### config.mk
export PLATFORM = sky130hd
export DESIGN_NAME = pc_sequencer
export DESIGN_NICKNAME = d
export VERILOG_FILES = /design/src/rtl/pc_seq_pkg.sv /design/src/rtl/ret_addr_stack.sv /design/src/rtl/pc_sequencer.sv
export SDC_FILE = /design/constraint.sdc
export NUM_CORES = 1
export LEC_CHECK = 0
export ABC_AREA = 1
export CAP_MARGIN = 20
export CORE_MARGIN = 8
export CORE_UTILIZATION = 41
export CTS_BUF_LIST = sky130_fd_sc_hd__clkbuf_4
export DETAILED_ROUTE_END_ITERATION = 12
export PLACE_DENSITY = 0.82
export REMOVE_ABC_BUFFERS = 1
export SETUP_SLACK_MARGIN = 0.05
export SLEW_MARGIN = 10
export SYNTH_ARGS = -nofsm -noshare
export SYNTH_HDL_FRONTEND = slang
export SYNTH_SLANG_ARGS = --single-unit
### constraint.sdc
create_clock -name clk -period 1.3 [get_ports clk]
set_input_delay 0.195 -clock clk [delete_from_list [all_inputs] [get_ports clk]]
set_output_delay 0.195 -clock clk [all_outputs]
set_load 0.05 [all_outputs]
### src/rtl/pc_seq_pkg.sv
// Shared definitions for the program-counter sequencer: next-PC select codes
// and default parameter values.
// Optional return-address stack is enabled with PC_SEQ_RET_STACK_EN.
package pc_seq_pkg;

   localparam int unsigned PC_W_DEF        = 8;
   localparam int unsigned STACK_DEPTH_DEF = 4;
   localparam int unsigned STACK_DEPTH_MAX = 16;

   // Source of the next program counter value.
   typedef enum logic [2:0] {
      SEL_HOLD = 3'd0,
      SEL_INC  = 3'd1,
      SEL_JUMP = 3'd2,
      SEL_CALL = 3'd3,
      SEL_RET  = 3'd4
   } sel_t;

   // Width of a counter that must represent 0..depth inclusive.
   function automatic int unsigned count_width(input int unsigned depth);
      return (depth < 1) ? 1 : $clog2(depth + 1);
   endfunction

endpackage

### src/rtl/ret_addr_stack.sv
// Return-address LIFO for the PC sequencer. Only the occupancy count is
// reset; entry contents are don't-care until written. Push and pop are
// expected to be mutually exclusive and qualified by full/empty upstream.
module ret_addr_stack
   import pc_seq_pkg::*;
#(
   parameter int unsigned PC_W        = PC_W_DEF,
   parameter int unsigned STACK_DEPTH = STACK_DEPTH_DEF
) (
   input  logic                                   clk,
   input  logic                                   rst,
   input  logic                                   push,
   input  logic                                   pop,
   input  logic [PC_W-1:0]                        push_data,
   output logic [PC_W-1:0]                        top_data,
   output logic [count_width(STACK_DEPTH)-1:0]    count,
   output logic                                   full,
   output logic                                   empty
);

   localparam int unsigned CNT_W = count_width(STACK_DEPTH);
   localparam int unsigned IDX_W = (STACK_DEPTH > 1) ? $clog2(STACK_DEPTH) : 1;

   logic [PC_W-1:0]  entries [STACK_DEPTH];
   logic [CNT_W-1:0] count_nxt;
   logic [IDX_W-1:0] wr_idx;
   logic [IDX_W-1:0] top_idx;

   // Write slot is the current count, top of stack is one below it.
   always_comb begin
      wr_idx    = count[IDX_W-1:0];
      top_idx   = IDX_W'(count - CNT_W'(1));
      count_nxt = count;
      if (push && !full) begin
         count_nxt = count + CNT_W'(1);
      end else if (pop && !empty) begin
         count_nxt = count - CNT_W'(1);
      end
   end

   // Top entry; only meaningful while the stack is not empty.
   always_comb begin
      top_data = '0;
      if (!empty) begin
         top_data = entries[top_idx];
      end
   end

   // Entry storage, no reset needed.
   always_ff @(posedge clk) begin
      if (push && !full) begin
         entries[wr_idx] <= push_data;
      end
   end

   // Occupancy count and registered full/empty flags.
   always_ff @(posedge clk) begin
      if (rst) begin
         count <= '0;
         full  <= 1'b0;
         empty <= 1'b1;
      end else begin
         count <= count_nxt;
         full  <= (count_nxt == CNT_W'(STACK_DEPTH));
         empty <= (count_nxt == '0);
      end
   end

endmodule

### src/rtl/pc_sequencer.sv
// Program-counter sequencer: increment, jump, and (optionally) call/return
// through a return-address stack with sticky overflow/underflow fault.
// Define PC_SEQ_RET_STACK_EN to build in the return stack; without it call
// behaves as jump and return is ignored.
module pc_sequencer
   import pc_seq_pkg::*;
#(
   parameter int unsigned PC_W        = PC_W_DEF,
   parameter int unsigned STACK_DEPTH = STACK_DEPTH_DEF
) (
   input  logic                                   clk,
   input  logic                                   rst,
   input  logic                                   startbit,
   input  logic                                   wb_stage,
   input  logic                                   jump_flag,
   input  logic                                   call_flag,
   input  logic                                   ret_flag,
   input  logic [PC_W-1:0]                        jump_address,
   output logic [PC_W-1:0]                        pc,
   output logic                                   running,
   output logic [count_width(STACK_DEPTH)-1:0]    stack_count,
   output logic                                   stack_full,
   output logic                                   stack_empty,
   output logic                                   fault
);

   localparam int unsigned CNT_W = count_width(STACK_DEPTH);

   sel_t            sel;
   logic            advance;
   logic [PC_W-1:0] pc_inc;

   assign advance = running && wb_stage && !fault;
   assign pc_inc  = pc + PC_W'(1);

`ifdef PC_SEQ_RET_STACK_EN

   logic            push;
   logic            pop;
   logic [PC_W-1:0] top_data;

   // Next-PC select with ret > call > jump > increment priority.
   always_comb begin
      sel = SEL_HOLD;
      if (advance) begin
         if (ret_flag) begin
            sel = SEL_RET;
         end else if (call_flag) begin
            sel = SEL_CALL;
         end else if (jump_flag) begin
            sel = SEL_JUMP;
         end else begin
            sel = SEL_INC;
         end
      end
   end

   assign push = (sel == SEL_CALL) && !stack_full;
   assign pop  = (sel == SEL_RET)  && !stack_empty;

   ret_addr_stack #(
      .PC_W        (PC_W),
      .STACK_DEPTH (STACK_DEPTH)
   ) u_stack (
      .clk       (clk),
      .rst       (rst),
      .push      (push),
      .pop       (pop),
      .push_data (pc_inc),
      .top_data  (top_data),
      .count     (stack_count),
      .full      (stack_full),
      .empty     (stack_empty)
   );

   // PC, run state and sticky fault; fault freezes everything until reset.
   always_ff @(posedge clk) begin
      if (rst) begin
         pc      <= '0;
         running <= 1'b0;
         fault   <= 1'b0;
      end else begin
         if (startbit) begin
            running <= 1'b1;
         end
         case (sel)
            SEL_INC:  pc <= pc_inc;
            SEL_JUMP: pc <= jump_address;
            SEL_CALL: begin
               if (stack_full) begin
                  fault <= 1'b1;
               end else begin
                  pc <= jump_address;
               end
            end
            SEL_RET: begin
               if (stack_empty) begin
                  fault <= 1'b1;
               end else begin
                  pc <= top_data;
               end
            end
            default: pc <= pc;
         endcase
      end
   end

`else

   logic unused_ret_flag;

   assign unused_ret_flag = ret_flag;
   assign stack_count     = CNT_W'(0);
   assign stack_full      = 1'b0;
   assign stack_empty     = 1'b1;
   assign fault           = 1'b0;

   // Next-PC select: call degrades to jump, return is ignored.
   always_comb begin
      sel = SEL_HOLD;
      if (advance) begin
         if (call_flag || jump_flag) begin
            sel = SEL_JUMP;
         end else begin
            sel = SEL_INC;
         end
      end
   end

   // PC and run state.
   always_ff @(posedge clk) begin
      if (rst) begin
         pc      <= '0;
         running <= 1'b0;
      end else begin
         if (startbit) begin
            running <= 1'b1;
         end
         case (sel)
            SEL_INC:  pc <= pc_inc;
            SEL_JUMP: pc <= jump_address;
            default:  pc <= pc;
         endcase
      end
   end

`endif

endmodule

Yosys cells after proc, flatten, opt, wreduce, memory -nomap -nowiden
Cells that the tools add are included.
{"block": "classes", "addsub": 1, "eq_ne": 2, "muxes": 3, "reduce_logical": 3}
{"op": "case mux 8 bit (2 select lines)", "n": 1}
{"op": "adder 8 x 1 -> 8 bit, second input constant", "n": 1}
{"op": "equality test 3 x 1 -> 1 bit, second input constant", "n": 1}
{"op": "equality test 3 x 2 -> 1 bit, second input constant", "n": 1}
{"op": "2-to-1 mux 3 bit", "n": 1}
{"op": "2-to-1 mux 2 bit", "n": 1}
{"op": "nonzero test 2 bit", "n": 1}
{"op": "logical AND 1 bit", "n": 1}
{"op": "logical OR 1 bit", "n": 1}
{"block": "word_totals", "regBits": 9, "input_bits": 15, "output_inout_bits": 15, "word_cells": 11}

Longest topological paths before layout
{"block": "depth", "word_depth": 5, "mapped_depth": 9, "mapped_depth_nobuf": 9}

Least setup slack after synthesis
No wires, ideal clock.
{"block": "synth_path", "kind": "reg-to-reg", "from": "reg pc[0]", "to": "reg pc[6]", "setup_ps": 116, "arrival_ps": 1416, "required_time_ps": 1184, "slack_ps": -232, "stages_incl_launch_ff": 7, "path_buffers": 0, "period_less_slack_ps": 1532, "path_cell_list": "dfxtp_1 -> ha_1 -> nand2_1 -> nor2_2 -> nand4_1 -> a21oi_1 -> nor2_1"}
{"block": "synth_via", "elab_chain_cells": 2}
{"element": "start: declaration", "line": "pc_sequencer.sv:19", "rtl": "output logic [PC_W-1:0] pc,"}
{"element": "start signal: assignment", "line": "pc_sequencer.sv:140", "rtl": "SEL_INC: pc <= pc_inc;"}
{"element": "start signal: assignment", "line": "pc_sequencer.sv:141", "rtl": "SEL_JUMP: pc <= jump_address;"}
{"element": "start signal: assignment", "line": "pc_sequencer.sv:142", "rtl": "default: pc <= pc;"}
{"element": "adder 8 x 1 -> 8 bit", "line": "pc_sequencer.sv:34", "rtl": "assign pc_inc = pc + PC_W'(1);"}
{"element": "case mux 8 bit (2 select lines)", "line": "pc_sequencer.sv:139", "rtl": "case (sel)"}
No other way between the ends.
A chain may end at the register's enable or synchronous reset.

Worst setup path in the final report
{"block": "layout_path", "from": "in call_flag", "to": "reg pc[4]"}
{"block": "layout_via", "elab_chain_cells": 5, "word_cells_on_any_way": 7, "cone_classes": "2 x eq/ne; 3 x mux; 2 x reduce/logical"}
{"element": "start: declaration", "line": "pc_sequencer.sv:16", "rtl": "input logic call_flag,"}
{"element": "logical OR 1 bit *", "line": "pc_sequencer.sv:122", "rtl": "if (call_flag || jump_flag) begin"}
{"element": "2-to-1 mux 2 bit *", "line": "pc_sequencer.sv:122"}
{"element": "2-to-1 mux 3 bit *", "line": "pc_sequencer.sv:121", "rtl": "if (advance) begin"}
{"element": "equality test 3 x 2 -> 1 bit or equality test 3 x 1 -> 1 bit (tied branches)", "line": "pc_sequencer.sv:139"}
{"element": "case mux 8 bit (2 select lines) or nonzero test 2 bit (tied branches)"}
Mark *: on every way between the ends. The rest lies on a longest branch, timed or not.

==> impl_metrics.json <==
{
  "run_status": "finished clean",
  "gp_congestion": 0.8686,
  "clk_latency_ns": 0.27,
  "first_pass_iters": 4,
  "nNetsFinal": 148,
  "hold_buffers": 0,
  "grtUsageTotal_pct": 12.41,
  "ant_nets": 0,
  "drv_slew": 0,
  "port_buffers": 22,
  "cts_sinks": 9,
  "cpPeakStageDelay_ns": 0.50,
  "crit_path_start_kind": "input port",
  "worstPathArrival_ns": 1.36,
  "dieWidth_um": 54.99,
  "r2r_cells": 9,
  "synth.distinct_cells": 17,
  "netlist_instances": 100,
  "vias": 719,
  "r2r-end": "pc[6]",
  "dp.cells": 143,
  "drc_errors": 0,
  "grt_setup_unrepaired": "yes",
  "hold_path.class": "input port to flip-flop",
  "synth_area_leader_cell": "dfxtp_1",
  "ios": 30,
  "p_total_w": 0.0008761,
  "path_max_fanout": 6,
  "crit_buf_inv": 2,
  "fin_crit_sh_pct": 91.85,
  "antennaDiodeCount": 0,
  "dp_hpwl_mm": 1.393,
  "cts_tree": "yes",
  "critical_path.top_delay_family": "buffers and inverters",
  "netlist_top_cells_area": "dfxtp_1 29%, nand2_1 14%, inv_1 7.8%",
  "grt_pass1_wl_mm": 2.725,
  "dieArea_um2": 3023,
  "max-cap-violations": 0,
  "peakVddDrop_mv": 0.5772,
  "ys_ff_latch": 9,
  "synth_seq_area_share_pct": 28.92,
  "min-delay-start": "startbit",
  "cts_buffer_depth": 2,
  "synth.avg_cell_area_um2": 6.231,
  "fp.dieH_um": 54.99,
  "holdPathEnd": "running",
  "hold_viol_final": 0,
  "cts_max_level": 1,
  "r2r-start": "pc[0]",
  "cp_data_required_time_ns": 1.47,
  "synth_top_cell_area_share_pct": 28.92,
  "clock-root-buffer": "clkbuf_4",
  "place_ws_ns": -0.1990,
  "crit_type": "input port to flip-flop",
  "whs_path_depth": 3,
  "path_cells": "clkdlybuf4s50_1, nor2_2, buf_4, or2_2, a21oi_2, nor2_1",
  "max_freq_ghz": 0.8375,
  "final_cells": 147,
  "syn_area_um2": 623.1,
  "yosys_warnings": 0,
  "worst_setup_path_end_kind": "flip-flop",
  "drt_iter0_drc": 15,
  "overflow": 0,
  "leakagePower_nw": 0.4628,
  "num_rows": 14,
  "antenna_found_initial": 0,
  "totalWireLength_mm": 1.763,
  "post_cts_buffers": 0,
  "cp_slowest_cell": "clkdlybuf4s50_1",
  "numCtsBuffers": 3,
  "fin_tns_setup_ns": 0,
  "skew_ns": 0.001943,
  "path_clk_slew_ns": 0.07,
  "initial_core_util_pct": 42.35,
  "grt_pass1_vias": 685,
  "finalSetupViolCount": 0,
  "layout_setup_ws_ns": 0.1059,
  "syn2layout_area_growth_pct": 63.86,
  "r2r_setup_slack_ns": 0.12,
  "min_period_ns": 1.194,
  "wl_per_cell_um": 11.99,
  "coreArea_um2": 1471,
  "grt_max_degree": 10,
  "drive_gt1_share_pct": 27.48,
  "p_per_area_nw_per_um2": 858.1,
  "viasPerCell": 4.891
}
[synthesized netlist by cell type]
cell / instances
nand2_1: 23
inv_1: 13
nor2_1: 12
dfxtp_1: 9
a21oi_1: 8
nand3_1: 7
buf_4: 6
o21ai_0: 5
nor2_2: 4
or2_2: 3
conb_1: 2
nand2_2: 2
o211ai_1: 2
a21oi_2: 1
buf_6: 1
ha_1: 1
nand4_1: 1
[how the worst max path moves through the flow]
stage,from,end,slack [ns],depth (start not counted)
2_1_floorplan,pc[0],pc[6],-0.23,6
4_1_cts,jump_flag,pc[4],0.08,6
6_report,call_flag,pc[4],0.11,6
5_1_grt,pc[1],pc[6],0.03,9
3_5_place_dp,jump_flag,pc[4],-0.20,6
3_3_place_gp,jump_flag,pc[6],-0.14,6
[layer usage]
metal	GRT usage [%]	up-vias	part of all wire, %
met2	21.13	19	50
met5	0	-	0
li1	-	363	-
met4	8.400	0	2.3
met1	12.84	332	42
met3	3.743	5	5.8
[state kept, by name (all words and copies together), names as in the netlist]
name,cells
running,1
pc,8
[tightest hold or removal path, stage by stage]
cell and delay (ns):
clkdlybuf4s50_1 0.39, nor2_1 0.08, nor2_1 0.04
[logic make-up (layout without fill, tap and decap cells)]
kind of cell	Yosys count	count (layout)	share of synthesized area [%]
adder cells (fa/ha/maj)	1	1	2.008
AO/OA/AOI/OAI	16	16	14.26
other	2	6	1.205
buffers and inverters	20	47	16.87
flip-flops	9	9	28.92
AND/OR/NAND/NOR	52	52	36.75
[what timing repair did]
item | CTS | global route
setup endpoints to repair | 0 | 3
hold endpoints to repair | 0 | 0
resized for setup | 0 | 6
[final cells by class]
| type | count | area [um^2] |
|---|---|---|
| fill | 118 | 450.4 |
| sequential | 9 | 182.7 |
| inverter | 13 | 48.80 |
| clock buffer | 4 | 30.03 |
| timing repair buffer | 30 | 370.4 |
| tap | 16 | 20.02 |
| multi-input combinational | 75 | 369.1 |
[layout by cell type (no fill, tap or decap)]
cell type	netlist	final
nand2_1	23	23
inv_1	13	13
clkdlybuf4s50_1	0	13
nor2_1	12	12
buf_12	0	9
buf_4	6	8
a21oi_1	8	7
dfxtp_1	9	7
nand3_1	7	6
conb_1	2	6
o21ai_0	5	5
clkbuf_4	0	4
nor2_2	4	3
or2_2	3	3
nand2_2	2	2
a21oi_2	1	2
o211ai_1	2	2
dfxtp_2	0	2
nor2_4	0	1
nand3_2	0	1
nand4_1	1	1
ha_2	0	1
[through the flow]
step | cell area, um^2 | utilization [%] | hold slack [ns]
after floorplan | 581.8 | - | 0.2574
after global placement | 972.2 | 66.07 | 0.5325
after detailed placement | 972.2 | 66.07 | 0.5380
after CTS | 1002 | 68.11 | 0.4874
after global routing | 1021 | 69.39 | 0.5368
final | 1021 | 69.39 | 0.4850
[report_power, final]
| part | switching, W | internal [W] |
|---|---|---|
| Combinational | 0.000176 | 0.000140 |
| Clock | 0.000110 | 0.000140 |
| Sequential | 0.0000169 | 0.000293 |
No activity file was read; power rests on OpenSTA's default activity.
